==> src/rtl/pe_operand_sequencer.sv <==
// Feeds paired ifmap/filter words into one PE and collects each window's psum in a result FIFO.
// Optional build macro PSUM_RELU_EN clamps negative psums to zero before they enter the FIFO.
module pe_operand_sequencer #(
   parameter int DATA_WIDTH = 16,
   parameter int PE_LAT     = 3,
   parameter int FIFO_DEPTH = 4,
   parameter int LEN_W      = 8,
   parameter int WIN_W      = 12
) (
   input  logic                    clk,
   input  logic                    rstn,
   input  logic                    start,
   input  logic [LEN_W-1:0]        cfg_len,
   input  logic [WIN_W-1:0]        cfg_num_win,
   output logic                    busy,
   output logic                    done,
   input  logic                    ifmap_valid,
   output logic                    ifmap_ready,
   input  logic [DATA_WIDTH-1:0]   ifmap_data,
   input  logic                    fltr_valid,
   output logic                    fltr_ready,
   input  logic [DATA_WIDTH-1:0]   fltr_data,
   output logic [DATA_WIDTH-1:0]   pe_ifmap,
   output logic [DATA_WIDTH-1:0]   pe_fltr,
   output logic                    pe_mult_seln,
   output logic                    pe_acc_seln,
   input  logic [2*DATA_WIDTH-1:0] pe_psum,
   output logic                    psum_valid,
   input  logic                    psum_ready,
   output logic [2*DATA_WIDTH-1:0] psum_data
);

   localparam int PW = 2*DATA_WIDTH;
   localparam int AW = $clog2(FIFO_DEPTH);
   localparam int CW = $clog2(FIFO_DEPTH+1);
   localparam int TW = $clog2(PE_LAT+2);

   typedef enum logic [1:0] {IDLE = 2'd0, RUN = 2'd1, DRAIN = 2'd2} state_t;

   state_t                state_q;
   logic [LEN_W-1:0]      len_q, elem_q, elem_d;
   logic [WIN_W-1:0]      nwin_q, win_q, win_d;
   logic                  busy_q, done_q, acc_q;
   logic [DATA_WIDTH-1:0] ifm_q, flt_q;
   logic [PE_LAT:0]       tag_q;
   logic [PW-1:0]         mem_q [FIFO_DEPTH];
   logic [AW-1:0]         wr_q, rd_q;
   logic [CW-1:0]         cnt_q;
   logic [TW-1:0]         inflight;
   logic                  room, issue, last_elem, last_win, push, pop;
   logic [PW-1:0]         push_data;

   always_comb begin
      inflight = '0;
      for (int unsigned i = 0; i <= unsigned'(PE_LAT); i++)
         inflight = inflight + TW'(tag_q[i]);
   end

   // Results still inside the PE count against FIFO space so a capture never meets a full FIFO.
   assign room      = (32'(cnt_q) + 32'(inflight)) < 32'(FIFO_DEPTH);
   assign issue     = (state_q == RUN) & ifmap_valid & fltr_valid & room;
   assign last_elem = (elem_q == len_q - LEN_W'(1));
   assign last_win  = (win_q == nwin_q - WIN_W'(1));
   assign elem_d    = last_elem ? '0 : elem_q + LEN_W'(1);
   assign win_d     = last_elem ? win_q + WIN_W'(1) : win_q;
   assign push      = tag_q[PE_LAT];
   assign pop       = psum_valid & psum_ready;

`ifdef PSUM_RELU_EN
   assign push_data = pe_psum[PW-1] ? '0 : pe_psum;
`else
   assign push_data = pe_psum;
`endif

   always_ff @(posedge clk or negedge rstn) begin
      if (!rstn) begin
         state_q <= IDLE;
         len_q   <= '0;
         nwin_q  <= '0;
         elem_q  <= '0;
         win_q   <= '0;
         busy_q  <= 1'b0;
         done_q  <= 1'b0;
         ifm_q   <= '0;
         flt_q   <= '0;
         acc_q   <= 1'b0;
         tag_q   <= '0;
      end else begin
         done_q <= 1'b0;
         ifm_q  <= issue ? ifmap_data : '0;
         flt_q  <= issue ? fltr_data : '0;
         acc_q  <= issue & (elem_q == '0);
         tag_q  <= {tag_q[PE_LAT-1:0], issue & last_elem};
         case (state_q)
            IDLE: begin
               if (start) begin
                  if ((cfg_len != '0) && (cfg_num_win != '0)) begin
                     state_q <= RUN;
                     busy_q  <= 1'b1;
                     len_q   <= cfg_len;
                     nwin_q  <= cfg_num_win;
                     elem_q  <= '0;
                     win_q   <= '0;
                  end else begin
                     done_q <= 1'b1;
                  end
               end
            end
            RUN: begin
               if (issue) begin
                  elem_q <= elem_d;
                  win_q  <= win_d;
                  if (last_elem && last_win) state_q <= DRAIN;
               end
            end
            DRAIN: begin
               if ((inflight == '0) && (cnt_q == '0)) begin
                  state_q <= IDLE;
                  busy_q  <= 1'b0;
                  done_q  <= 1'b1;
               end
            end
            default: state_q <= IDLE;
         endcase
      end
   end

   always_ff @(posedge clk or negedge rstn) begin
      if (!rstn) begin
         for (int unsigned i = 0; i < unsigned'(FIFO_DEPTH); i++) mem_q[i] <= '0;
         wr_q  <= '0;
         rd_q  <= '0;
         cnt_q <= '0;
      end else begin
         if (push) begin
            mem_q[wr_q] <= push_data;
            wr_q        <= wr_q + AW'(1);
         end
         if (pop) rd_q <= rd_q + AW'(1);
         cnt_q <= cnt_q + CW'(push) - CW'(pop);
      end
   end

   assign busy         = busy_q;
   assign done         = done_q;
   assign ifmap_ready  = issue;
   assign fltr_ready   = issue;
   assign pe_ifmap     = ifm_q;
   assign pe_fltr      = flt_q;
   assign pe_acc_seln  = acc_q;
   assign pe_mult_seln = 1'b1;
   assign psum_valid   = (cnt_q != '0);
   assign psum_data    = psum_valid ? mem_q[rd_q] : '0;

endmodule

==> config.mk <==
export PLATFORM = sky130hd
export DESIGN_NAME = pe_operand_sequencer
export DESIGN_NICKNAME = d
export VERILOG_FILES = /design/src/rtl/pe_operand_sequencer.sv
export SDC_FILE = /design/constraint.sdc
export NUM_CORES = 1
export LEC_CHECK = 0
export BUFFER_PORTS_ARGS = -buffer_cell sky130_fd_sc_hd__buf_2
export CAP_MARGIN = 20
export CORE_MARGIN = 2
export CORE_UTILIZATION = 30
export DETAILED_ROUTE_END_ITERATION = 8
export PLACE_DENSITY_LB_ADDON = 0.05
export SLEW_MARGIN = 20
export SYNTH_ARGS = -nofsm -noshare
export SYNTH_HDL_FRONTEND = slang
export SYNTH_SLANG_ARGS = --single-unit
export TNS_END_PERCENT = 10
==> constraint.sdc <==
create_clock -name clk -period 7.2 [get_ports clk]
set_input_delay 1.44 -clock clk [delete_from_list [all_inputs] [get_ports clk]]
set_output_delay 1.44 -clock clk [all_outputs]
set_load 0.005 [all_outputs]
==> flow_summary.yaml <==
run_status:
  outcome: "finished, final reports clean"
place:
  placed_cell_area_um2: 11300
  routabilityCongestion: 0.741
  portBuffers: 159
  detailedPlacementHpwl_um: 15400
  dp_slack_ns: 2.75
die:
  start_util_pct: 30.7
  coreArea_um2: 32700
  fp.dieW_um: 187
  io_pins: 161
  rows: 66
  die_h_um: 187
  dieArea_um2: 34900
clock_network:
  post_cts_buffers: 0
  clk_path_buf_depth: 3
  clkSinkCount: 216
  cts_tree: "done"
  post_cts_resized: 0
  insertion_delay_ns: 0.53
  root_buffer: "clkbuf_16"
  hold_buffers: 0
  htreeDepth: 1
  cts_made_buffers: 26
  cts.clk_slew.worst_paths_ns: 0.06
final_layout:
  most-common-layout-cells: "dfrtp_1, buf_2, mux2_2, nand2_1, and2_1"
  syn2layout_area_growth_pct: 21.2
  n_antenna_cell: 0
  multi_input_area_um2: 4410
  nNetsFinal: 1054
  nFillCells: 3270
  final_common_cell: "dfrtp_1"
  seq_area_um2: 5410
  final_area_um2: 12200
  final_layout_size_suffix_gt1_share_pct: 39.2
synth:
  synthTopCellsByArea: "dfrtp_1, mux2_2, mux4_2"
  synth_top_area_share_pct: 53.9
  syn_nets: 901
  ys_ff_latch: 216
  synth_cell_type_count: 55
  syn_area_um2: 10000
  ys_seq_area_share_pct: 53.9
  async_flop_share_pct: 100
  ys_warn_count: 0
  postSynthCellCount: 794
  synth_area_per_cell_um2: 12.6
  synth-edff-count: 0
  synth_ff_type: "dfrtp_1"
  synth_area_leader_cell: "dfrtp_1"
route:
  drt-total-wl_um: 24600
  wire_per_inst_um: 17.5
  antenna_left: 0
  firstDrtPassIters: 6
  route.detailed.drc: 0
  vias_per_cell: 4.73
  vias: 6660
  dr.first_iter.drc_count: 297
sta:
  post-route-min-period_ns: 4.98
  fmax_ghz: 0.201
  period_share_pct: 69.2
  hold_viol_final: 0
  tightest_slew_ns: 1.06
  rsz0062_at_grt: "no"
  slew_headroom_pct: 29.4
  worst_hold_slack_ns: 0.405
  finClkSkew_ns: 0.0164
  worst_slack_ns: 2.22
  drv_slew: 0
  setup_violations: 0
  fin_tns_setup_ns: 0
global_route:
  grt_usage_pct: 14.2
  overflow: 0
  antenna_found_initial: 3
  first_global_vias: 7041
  grt_pass1_wl_um: 39900
  grt_max_degree: 122
setup_path:
  required_ns: 5.76
  critPathLaunchType: "flip-flop"
  path_class: "flip-flop to primary output"
  crit_path_end_kind: "primary output"
  cp_data_arrival_time_ns: 3.54
  path_max_fanout: 33
pwr:
  peakVddDrop_uv: 170
  power_mw: 3.44
  p_leak_nw: 5.56
  power_density_nw_per_um2: 283
min_path:
  hold_path.class: "flip-flop to flip-flop"
run:
  cap_violations: 0
-- state kept, by name, indices dropped and copies added (netlist names) --
signal,cells
pe_fltr,16
tag_q,4
done,1
len_q,8
wr_q,2
busy,1
pe_ifmap,16
nwin_q,12
mem_q,128
rd_q,2
pe_acc_seln,1
cnt_q,3
win_q,12
elem_q,8
state_q,2
-- kinds of logic (layout without fill, tap and decap cells) --
| group | count (synthesis) | count (layout) | share of synthesized area (%) |
|---|---|---|---|
| other cells | 1 | 1 | 0.0374 |
| compound gates | 67 | 67 | 4.20 |
| buf+inv | 61 | 233 | 2.36 |
| mux | 160 | 160 | 21.5 |
| fa+ha+maj | 17 | 17 | 2.27 |
| xor+xnor | 33 | 33 | 2.88 |
| simple gates | 239 | 239 | 12.8 |
| flops | 216 | 216 | 53.9 |
-- power by group --
| group | switching, mW | internal [mW] |
|---|---|---|
| registers | 0.129 | 1.29 |
| logic | 0.318 | 0.429 |
| clock network | 0.517 | 0.758 |
| total | 0.964 | 2.48 |
-- layer usage --
layer  vias up  wire length [µm]  track usage (%)
met5         -                25                0
met4         4               574             3.11
met3        43              1440             3.55
met2       184             11000             23.0
met1      3308             11600             19.3
li1       3121                 -                -
-- cell usage after synthesis, drive strengths merged, types with 3 or more instances --
cell type	instances
clkbuf	23
a21o	3
nor2	13
nor4	12
dfrtp	216
mux4	32
xor2	18
or4	4
xnor2	15
and2	65
inv	21
nor4b	4
o31ai	4
nor3	9
nand2	83
buf	17
a21oi	21
nand4	3
or3	13
o21ai	24
ha	15
and3	6
nand3	17
mux2	128
-- final timing paths --
path	startpoint	endpoint	slack, ns	cells after the start
max	tag_q[3]	ifmap_ready	2.22	9
min	tag_q[2]	tag_q[3]	0.41	0
max reg2reg	tag_q[3]	win_q[7]	3.41	11
min reg2reg	tag_q[2]	tag_q[3]	0.41	0
max in group asynchronous	rstn	pe_ifmap[6]	5.51	2
min in group asynchronous	rstn	mem_q[99]	0.81	1
-- layout make-up --
| type | count | area share [%] |
|---|---|---|
| Multi-Input combinational cell | 517 | 36.3 |
| Clock inverter | 4 | 0.195 |
| Sequential cell | 216 | 44.5 |
| Timing Repair Buffer | 165 | 7.26 |
| Tap cell | 442 | 4.55 |
| Clock buffer | 43 | 6.62 |
| Inverter | 21 | 0.648 |
-- worst max-delay path: stages, from the launching register on --
cell and delay (ns):
dfrtp_1 0.57, fa_1 0.49, ha_1 0.20, ha_1 0.20, ha_1 0.27, nor2_1 0.10, nand3_1 0.12, nor4_4 0.51
buf_4 0.37, buf_2 0.17
-- stage by stage --
stage / utilization [%] / cells
after floorplan: - / 794
after global placement: 34.6 / 1360
after detailed placement: 34.6 / 1360
after CTS: 37.1 / 1407
after global routing: 37.2 / 1408
final: 37.2 / 1408
Power figures use the tool's default switching activity.
